### src/rtl/square_pwm_pkg.sv
// square_pwm_pkg: shared FSM state type and reset-default constants for the square/PWM generator.
package square_pwm_pkg;

    typedef enum logic {IDLE, RUN} state_t;

    localparam int DEF_WIDTH_C  = 8;
    localparam int DEF_CNT_W_C  = 16;
    localparam int DEF_PERIOD_C = 512;
    localparam int DEF_HIGH_C   = 256;

endpackage

### src/rtl/square_pwm_if.sv
// square_pwm_if: valid/ready configuration port carrying period, high length and both amplitude levels.
interface square_pwm_if #(
    parameter int WIDTH = 8,
    parameter int CNT_W = 16
) ();

    logic             cfg_valid;
    logic             cfg_ready;
    logic [CNT_W-1:0] cfg_period;
    logic [CNT_W-1:0] cfg_high;
    logic [WIDTH-1:0] cfg_amp_hi;
    logic [WIDTH-1:0] cfg_amp_lo;

    modport master (
        output cfg_valid, cfg_period, cfg_high, cfg_amp_hi, cfg_amp_lo,
        input  cfg_ready
    );

    modport slave (
        input  cfg_valid, cfg_period, cfg_high, cfg_amp_hi, cfg_amp_lo,
        output cfg_ready
    );

endinterface

### src/rtl/square_pwm_cfg_shadow.sv
// square_pwm_cfg_shadow: pending/active config banks with handshake; pending is clamped into active on apply_i.
module square_pwm_cfg_shadow #(
    parameter int WIDTH      = 8,
    parameter int CNT_W      = 16,
    parameter int DEF_PERIOD = 512,
    parameter int DEF_HIGH   = 256
) (
    input  logic             clk,
    input  logic             rst,
    input  logic             apply_i,
    square_pwm_if.slave      cfg,
    output logic [CNT_W-1:0] act_period_o,
    output logic [CNT_W-1:0] nxt_high_o,
    output logic [WIDTH-1:0] nxt_amp_hi_o,
    output logic [WIDTH-1:0] nxt_amp_lo_o
);

    typedef struct packed {
        logic [CNT_W-1:0] period;
        logic [CNT_W-1:0] high;
        logic [WIDTH-1:0] amp_hi;
        logic [WIDTH-1:0] amp_lo;
    } cfg_t;

    cfg_t             pend_q, pend_d, act_q, act_d, clamp;
    logic             full_q, full_d, fire;
    logic [CNT_W-1:0] cp;

    assign cfg.cfg_ready = !full_q;

    // nxt_* is the config the sample written on this edge must use
    always_comb begin
        fire   = cfg.cfg_valid && !full_q;
        cp     = (pend_q.period < CNT_W'(2)) ? CNT_W'(2) : pend_q.period;
        clamp  = {cp, (pend_q.high > cp) ? cp : pend_q.high, pend_q.amp_hi, pend_q.amp_lo};
        act_d  = (apply_i && full_q) ? clamp : act_q;
        pend_d = fire ? {cfg.cfg_period, cfg.cfg_high, cfg.cfg_amp_hi, cfg.cfg_amp_lo} : pend_q;
        full_d = fire || (full_q && !apply_i);
    end

    always_ff @(posedge clk) begin
        if (rst) begin
            act_q  <= {CNT_W'(DEF_PERIOD), CNT_W'(DEF_HIGH), {WIDTH{1'b1}}, WIDTH'(0)};
            pend_q <= '0;
            full_q <= 1'b0;
        end else begin
            act_q  <= act_d;
            pend_q <= pend_d;
            full_q <= full_d;
        end
    end

    assign act_period_o = act_q.period;
    assign nxt_high_o   = act_d.high;
    assign nxt_amp_hi_o = act_d.amp_hi;
    assign nxt_amp_lo_o = act_d.amp_lo;

endmodule

### src/rtl/square_pwm_gen.sv
// square_pwm_gen: glitch-free square/PWM sample generator; define SQUARE_PWM_SYNC_EN to add the sync_in forced-wrap input.
module square_pwm_gen
    import square_pwm_pkg::*;
#(
    parameter int WIDTH      = 8,
    parameter int CNT_W      = 16,
    parameter int DEF_PERIOD = 512,
    parameter int DEF_HIGH   = 256
) (
    input  logic             clk,
    input  logic             rst,
    input  logic             en,
`ifdef SQUARE_PWM_SYNC_EN
    input  logic             sync_in,
`endif
    square_pwm_if.slave      cfg,
    output logic [WIDTH-1:0] wave,
    output logic             phase_high,
    output logic             period_tick
);

    state_t           state_q;
    logic [CNT_W-1:0] cnt_q, cnt_d, act_period, nxt_high;
    logic [WIDTH-1:0] wave_q, nxt_amp_hi, nxt_amp_lo;
    logic             ph_q, tick_q, wrap, apply, hi_d;

    square_pwm_cfg_shadow #(
        .WIDTH(WIDTH), .CNT_W(CNT_W), .DEF_PERIOD(DEF_PERIOD), .DEF_HIGH(DEF_HIGH)
    ) u_shadow (
        .clk(clk), .rst(rst), .apply_i(apply), .cfg(cfg),
        .act_period_o(act_period), .nxt_high_o(nxt_high),
        .nxt_amp_hi_o(nxt_amp_hi), .nxt_amp_lo_o(nxt_amp_lo)
    );

    always_comb begin
`ifdef SQUARE_PWM_SYNC_EN
        wrap  = (state_q == RUN) && ((cnt_q == act_period - CNT_W'(1)) || sync_in);
`else
        wrap  = (state_q == RUN) && (cnt_q == act_period - CNT_W'(1));
`endif
        apply = (state_q == IDLE) || wrap;
        cnt_d = (state_q == IDLE || !en || wrap) ? '0 : cnt_q + CNT_W'(1);
        hi_d  = cnt_d < nxt_high;
    end

    // period >= 2 after clamping, so cnt_d == 0 only on a wrap or a restart
    always_ff @(posedge clk) begin
        if (rst) begin
            state_q <= IDLE;
            cnt_q   <= '0;
            wave_q  <= '0;
            ph_q    <= 1'b0;
            tick_q  <= 1'b0;
        end else begin
            cnt_q  <= cnt_d;
            tick_q <= en && (cnt_d == '0);
            if (en) begin
                state_q <= RUN;
                wave_q  <= hi_d ? nxt_amp_hi : nxt_amp_lo;
                ph_q    <= hi_d;
            end else if (state_q == RUN) begin
                state_q <= IDLE;
                wave_q  <= nxt_amp_lo;
                ph_q    <= 1'b0;
            end
        end
    end

    assign wave        = wave_q;
    assign phase_high  = ph_q;
    assign period_tick = tick_q;

endmodule
### src/flat_wrapper.sv
// flat-port wrapper written by rule: the top's interface ports become plain ports
module square_pwm_gen_flat import square_pwm_pkg::*;
#(
    parameter int WIDTH      = 8,
    parameter int CNT_W      = 16,
    parameter int DEF_PERIOD = 512,
    parameter int DEF_HIGH   = 256
)
  (clk, rst, en, wave, phase_high, period_tick, cfg_cfg_valid, cfg_cfg_period, cfg_cfg_high, cfg_cfg_amp_hi, cfg_cfg_amp_lo, cfg_cfg_ready);
  square_pwm_if #(.WIDTH(WIDTH), .CNT_W(CNT_W)) cfg_i ();
  input  logic clk;
  input  logic rst;
  input  logic en;
  output logic [WIDTH-1:0] wave;
  output logic phase_high;
  output logic period_tick;
  input wire logic [$bits(cfg_i.cfg_valid)-1:0] cfg_cfg_valid;
  input wire logic [$bits(cfg_i.cfg_period)-1:0] cfg_cfg_period;
  input wire logic [$bits(cfg_i.cfg_high)-1:0] cfg_cfg_high;
  input wire logic [$bits(cfg_i.cfg_amp_hi)-1:0] cfg_cfg_amp_hi;
  input wire logic [$bits(cfg_i.cfg_amp_lo)-1:0] cfg_cfg_amp_lo;
  output wire logic [$bits(cfg_i.cfg_ready)-1:0] cfg_cfg_ready;
  assign cfg_i.cfg_valid = cfg_cfg_valid;
  assign cfg_i.cfg_period = cfg_cfg_period;
  assign cfg_i.cfg_high = cfg_cfg_high;
  assign cfg_i.cfg_amp_hi = cfg_cfg_amp_hi;
  assign cfg_i.cfg_amp_lo = cfg_cfg_amp_lo;
  assign cfg_cfg_ready = cfg_i.cfg_ready;
  square_pwm_gen #(.WIDTH(WIDTH), .CNT_W(CNT_W), .DEF_PERIOD(DEF_PERIOD), .DEF_HIGH(DEF_HIGH)) u_core (.clk(clk), .rst(rst), .en(en), .cfg(cfg_i), .wave(wave), .phase_high(phase_high), .period_tick(period_tick));
endmodule
### config.mk
export PLATFORM = sky130hd
export DESIGN_NAME = square_pwm_gen_flat
export DESIGN_NICKNAME = d
export VERILOG_FILES = /design/src/rtl/square_pwm_pkg.sv /design/src/rtl/square_pwm_if.sv /design/src/rtl/square_pwm_cfg_shadow.sv /design/src/rtl/square_pwm_gen.sv /design/src/flat_wrapper.sv
export SDC_FILE = /design/constraint.sdc
export NUM_CORES = 1
export LEC_CHECK = 0
export ABC_CLOCK_PERIOD_IN_PS = 14500
export BUFFER_PORTS_ARGS = -buffer_cell sky130_fd_sc_hd__buf_2
export CORE_ASPECT_RATIO = 0.8
export CORE_UTILIZATION = 45
export DETAILED_ROUTE_END_ITERATION = 6
export SYNTH_ARGS = -nofsm -noshare
export SYNTH_HDL_FRONTEND = slang
export SYNTH_SLANG_ARGS = --single-unit
### constraint.sdc
create_clock -name clk -period 14.5 [get_ports clk]
set_clock_uncertainty 0.05 [all_clocks]
set_input_delay 1.45 -clock clk [delete_from_list [all_inputs] [get_ports clk]]
set_output_delay 1.45 -clock clk [all_outputs]
set_load 0.02 [all_outputs]
==> results.toml, run 1 <==
[routing]
maxUsedRoutingLayer = "met4"
routedWlPerCell_um = 16.3
drt_iter0_drc = 452
first_pass_iters = 5
met2WireLength_um = 7070
antenna_left = 0
route.met3.wl_um = 1410
vias = 5513
routed_via_density = 5.45
met1_length_um = 7890
routed_wirelength_um = 16500
drc = 0

[place]
placed_area_um2 = 6520
place.gp.congestion = 0.834
port_buffers = 62
dp.final_hpwl_um = 12000

[sta]
final-setup-viol-count = 0
maxSlewViolCount = 0
worst_pin_slew_ps = 1130
report.final.hold_viol_count = 0
fmax_mhz = 153
max-slew-margin-rel_pct = 24.6
finalCritPeriodShare_pct = 44.9
hold_ws_ps = 405
grt_setup_unrepaired = "false"
min_period_ps = 6520
fin_tns_setup_ps = 0

[yosys]
synth-edff-count = 0
syn_avg_cell_area_um2 = 7.81
synth_common_cells = "nand2_1 (150), dfxtp_1 (124), a21oi_1 (110), nor2_1 (96), clkbuf_1 (34)"
synthTopCellsByArea = "dfxtp_1 (41%), nand2_1 (9.2%), a21oi_1 (9.0%)"
yosysMostFrequentCell = "nand2_1"
syn_nets = 869
syn_area_um2 = 6120
synthDistinctLibCells = 52
yosysTopAreaCell = "dfxtp_1"
yosys_warnings = 0
ys_ff_latch = 124
async_flop_share_pct = 0
synth_ff_type = "dfxtp_1"
ys_seq_area_share_pct = 40.5
yosysTopAreaCellShare_pct = 40.5
syn_inst = 784

[min_path]
hold_path.class = "reg -> reg"

[floorplan]
ios = 63
core-area_um2 = 13100
die_w_um = 132
die_y_um = 106
start_util_pct = 46.9
rows = 37
die_area_um2 = 14100

[critical_path]
crit_family = "compound AO/OA/AOI/OAI gates"
worstSetupPathType = "reg -> reg"
crit_path_end_kind = "flip-flop"
crit_path_top_delay_cell = "a2111oi_0"
cp_cell_sequence = "inv_1 > ha_1 > or4b_1 > o41a_1 > nor4_1 > or4b_1 > o41ai_4 > nand2_2 > buf_4 > nor2_1 > a21oi_1 > ha_1 > a21oi_1 > nor2b_1 > o21ai_0 > nand2b_1 > a2111oi_0 > o21ai_1 > a2111oi_4 > o21bai_2 > o21bai_1"
critPathBufInv = 2
start_kind = "flip-flop"
required_ps = 14800
worst_path_largest_cell_delay_ps = 680
worstPathArrival_ps = 6810
cp_max_fo = 64

[clock_tree]
hold_buffers = 0
cts_tree = "built"
clock_latency_ps = 420
post-cts-setup-buffers = 0
cts_resized = 0
cts-root-buf = "clkbuf_16"
htree_levels = 4
cts-buffers-inserted = 17
cts_buffer_depth = 2
clock_sinks = 124
clk_pin_slew_ps = 60

[global_route]
grt_pass1_vias = 5268
grt_pass1_wl_um = 26600
antenna_found_initial = 0
grt_max_degree = 72
overflow = 0
track_usage_pct = 24.7

[cells_and_area]
fin_area_um2 = 7140
final-seq-area_um2 = 2480
drive_above_1_share_pct = 13.0
final_nets = 909
nFillCells = 1290
syn_to_final_growth_pct = 16.5
multiInputGateArea_um2 = 3370
diodes = 0

[power_and_ir_drop]
ir_drop_mv = 0.0808
power.total_uw = 923
p_leak_nw = 2.85
power_density_nw_per_um2 = 129

[status]
status = "finished, final reports clean"

[flow_run]
maxCapViolCount = 0
routing by layer:
layer,GRT usage [%],up-vias
met1,33.7,2566
met4,6.08,0
met3,8.25,14
li1,-,2752
met5,0,-
met2,37.2,181
cells by family (layout without fill, tap and decap cells):
kind of cell / count (synthesis) / count (layout) / synth area share, %
buffers and inverters: 73 / 126 / 4.58
xor gates and xnor gates: 32 / 32 / 4.58
DFF: 124 / 124 / 40.5
and+or+nand+nor: 338 / 338 / 24.1
AOI/OAI and AO/OA: 165 / 165 / 16.4
muxes: 19 / 19 / 3.11
adders and majority gates: 33 / 33 / 6.74
report_power, final:
group | total, mW | switching [mW] | internal, mW | leakage [nW]
sequential | 0.370 | 0.0130 | 0.357 | 1.01
combinational | 0.113 | 0.0729 | 0.0404 | 1.56
clock | 0.440 | 0.167 | 0.273 | 0.280
total | 0.923 | 0.253 | 0.670 | 2.85
tightest hold or removal path, stage by stage (launching register included):
cell	delay (ps)
dfxtp_1	310
nand2_1	50
a21oi_1	50
per-stage QoR:
step / setup WS (ps) / std cells / utilization (%)
detailed placement: 8090 / 980 / 50.0
floorplan: 8920 / 784 / -
finish: 7980 / 1012 / 54.7
CTS: 8070 / 1012 / 54.7
global placement: 8320 / 980 / 50.0
global route: 7560 / 1012 / 54.7
layout make-up:
| class | instances | area share, % |
|---|---|---|
| multi-input combinational | 587 | 47.3 |
| sequential | 124 | 34.8 |
| clock buffer | 17 | 5.96 |
| timing repair buffer | 66 | 4.80 |
| tap | 175 | 3.07 |
| clock inverter | 15 | 2.63 |
| inverter | 28 | 1.47 |
layout by cell type, fill, tap and decap left out, types with 3 or more instances in the layout:
| cell type | netlist | final |
|---|---|---|
| o21bai_1 | 8 | 8 |
| o41ai_1 | 8 | 8 |
| or3_1 | 3 | 3 |
| buf_4 | 0 | 5 |
| mux2i_1 | 19 | 19 |
| buf_2 | 5 | 61 |
| dfxtp_1 | 124 | 124 |
| nand3_1 | 13 | 13 |
| nand4_1 | 12 | 12 |
| and2_1 | 3 | 3 |
| nand2b_1 | 11 | 11 |
| xnor2_1 | 24 | 24 |
| clkinvlp_4 | 0 | 6 |
| a21o_1 | 3 | 3 |
| inv_1 | 28 | 28 |
| or2_2 | 3 | 3 |
| ha_1 | 33 | 33 |
| or4_1 | 3 | 3 |
| nor2_1 | 96 | 96 |
| inv_6 | 0 | 5 |
| clkbuf_16 | 0 | 17 |
| nand2_1 | 150 | 150 |
| nor4_1 | 8 | 8 |
| xor2_1 | 8 | 8 |
| bufinv_16 | 0 | 3 |
| a211oi_1 | 3 | 3 |
| nor2b_1 | 4 | 3 |
| o21ai_0 | 10 | 10 |
| nor3_1 | 24 | 24 |
| a21oi_1 | 110 | 110 |
registers in the layout, summed over array words and instances, names as in the netlist:
register	flops
u_core.u_shadow.pend_q	32
u_core.u_shadow.full_q	1
u_core.u_shadow.act_period_o	16
u_core.u_shadow.act_q	32
u_core.u_shadow.clamp	16
u_core.phase_high	1
u_core.wave	8
u_core.state_q	1
u_core.cnt_q	16
u_core.period_tick	1
path summary, 6_finish.rpt:
path,startpoint,end,slack (ps),cells past startpoint
min reg2reg,u_core.u_shadow.clamp[10],u_core.u_shadow.clamp[10],400,2
min,u_core.u_shadow.clamp[10],u_core.u_shadow.clamp[10],400,2
max reg2reg,u_core.u_shadow.act_period_o[0],u_core.wave[5],7980,21
max,u_core.u_shadow.act_period_o[0],u_core.wave[5],7980,21
Note: power is estimated with default switching activity, not from simulation.
==> run 2: changes to the inputs <==
- ABC_CLOCK_PERIOD_IN_PS: 14500 -> 6800
- clock period: 14.5 -> 6.8 ns (I/O delays scaled with it)
==> run 2 against run 1 <==
- critical path depth decreased by 1
- routed wire length decreased by 1.6%
- worst hold slack lost 0.67 ps
- highest routed layer unchanged
- register-to-register slack lost 7300 ps
- via count hardly changed
- clock power is 110% higher
- largest power group unchanged
- fmax is 6.3% higher
- sequential share of layout area hardly changed
- setup slack got worse by 7300 ps
- die area unchanged
- combinational power grew 110%
==> results.toml, run 2 (synthesis results as in run 1) <==
[min_path]
hp-start = "u_core.u_shadow.clamp[4]"
hold_path.class = "reg -> reg"

[sta]
maxSlewViolCount = 0
report.final.hold_viol_count = 0
fmax_mhz = 163
max-slew-margin-rel_pct = 26.6
final-setup-viol-count = 0
hold_ws_ps = 404
fin_tns_setup_ps = 0
finalCritPeriodShare_pct = 90.2
min_period_ps = 6130
grt_setup_unrepaired = "false"
worst_pin_slew_ps = 1100

[clock_tree]
cts-root-buf = "clkbuf_16"
cts_buffer_depth = 2
clock_latency_ps = 420
cts_resized = 0
post-cts-setup-buffers = 0
clock_sinks = 124
cts_tree = "built"
htree_levels = 4
clk_pin_slew_ps = 60
cts-buffers-inserted = 17
hold_buffers = 0

[power_and_ir_drop]
ir_drop_mv = 0.199
power_density_nw_per_um2 = 275
p_seq_share_pct = 40.2
power.total_mw = 1.96
netSwitchingFraction_pct = 27.2
switchingPower_uw = 533
power_frac_clock_pct = 47.6
p_leak_nw = 2.87
internal_power_mw = 1.43
power_frac_comb_pct = 12.3

[global_route]
antenna_found_initial = 0
track_usage_pct = 24.6
grt_max_degree = 83
grt_pass1_wl_um = 26500
grt_pass1_vias = 5206
overflow = 0

[routing]
drt_iter0_drc = 419
routed_wirelength_um = 16300
vias = 5508
drc = 0
routed_via_density = 5.44
antenna_left = 0
first_pass_iters = 5
routedWlPerCell_um = 16.1

[floorplan]
start_util_pct = 46.9
die_y_um = 106
core-area_um2 = 13100
ios = 63
die_w_um = 132
rows = 37
die_area_um2 = 14100

[place]
placed_area_um2 = 6520
place.gp.congestion = 0.873
port_buffers = 62
dp.final_hpwl_um = 11900

[cells_and_area]
multiInputGateArea_um2 = 3370
nFillCells = 1266
final_nets = 909
drive_above_1_share_pct = 13.0
fin_area_um2 = 7130
final-seq-area_um2 = 2480
reg_top3 = "u_core.u_shadow.act_q: 32 flops, u_core.u_shadow.pend_q: 32 flops"
syn_to_final_growth_pct = 16.5
final_util_pct = 54.6
diodes = 0
layout_commonest_cell = "nand2_1"
layout_common_cells = "nand2_1 (150), dfxtp_1 (124), a21oi_1 (110), nor2_1 (96), buf_2 (61)"

[critical_path]
cp-startpoint = "u_core.u_shadow.act_period_o[0]"
cp_max_fo = 23
worstSetupPathType = "reg -> reg"
required_ps = 7100
cp_cell_sequence = "inv_1 > ha_1 > or4b_1 > o41a_1 > nor4_1 > or4b_1 > o41ai_4 > nand2_2 > nor2_1 > a21oi_1 > ha_1 > a21oi_1 > nor2b_1 > o21ai_0 > nand2b_1 > a2111oi_0 > o21ai_1 > a2111oi_4 > o21bai_2 > o21bai_1"
critPathBufInv = 1
crit_path_end_kind = "flip-flop"
start_kind = "flip-flop"
worst_path_largest_cell_delay_ps = 690
crit_path_top_delay_cell = "a2111oi_4"
worstPathArrival_ps = 6430
rr_startpoint = "u_core.u_shadow.act_period_o[0]"
crit_family = "compound AO/OA/AOI/OAI gates"

[flow_run]
maxCapViolCount = 0

[status]
status = "finished, final reports clean"
[run 2: cell count changes in the layout (fill, tap and decap cells not counted)]
cell	delta
clkinvlp_4	-4
clkinv_2	+2
clkinv_4	+1
inv_6	+1
[run 2: metrics by stage]
stage                     std cells  setup WS (ps)
after detailed placement        980            654
after CTS                      1012            607
after global routing           1012            128
final                          1012            667
after floorplan                 784           1220
after global placement          980            861
[run 2: power groups by stage]
stage,combinational (mW),sequential [mW],clock [mW]
6_report,0.241,0.788,0.933
5_1_grt,0.271,0.792,0.988
4_1_cts,0.240,0.787,0.950
3_5_place_dp,0.239,0.803,0
3_3_place_gp,0.233,0.802,0
2_1_floorplan,0.167,0.801,0
[run 2: area by class of cell]
| cell class | instances | share of cell area [%] |
|---|---|---|
| clock buffer | 17 | 5.96 |
| clock inverter | 15 | 2.60 |
| inverter | 28 | 1.47 |
| multi-input combinational | 587 | 47.3 |
| sequential | 124 | 34.8 |
| tap | 175 | 3.07 |
| timing repair buffer | 66 | 4.81 |
[run 2: worst paths after layout]
check                        endpoint  cells past startpoint  slack [ps]
min          u_core.u_shadow.clamp[4]                      2         400
max reg2reg            u_core.wave[5]                     20         670
max                    u_core.wave[5]                     20         670
min reg2reg  u_core.u_shadow.clamp[4]                      2         400
[run 2: tightest hold or removal path, stage by stage, from the launching register on]
cell and delay, ps:
dfxtp_1 310, nand2_1 50, a21oi_1 50
[run 2: per-layer routing]
metal	vias up	track usage, %	wire, um
met2	149	35.4	6880
met4	0	9.61	221
met3	17	5.39	1020
met1	2575	35.3	8140
met5	-	0	0
li1	2767	-	-
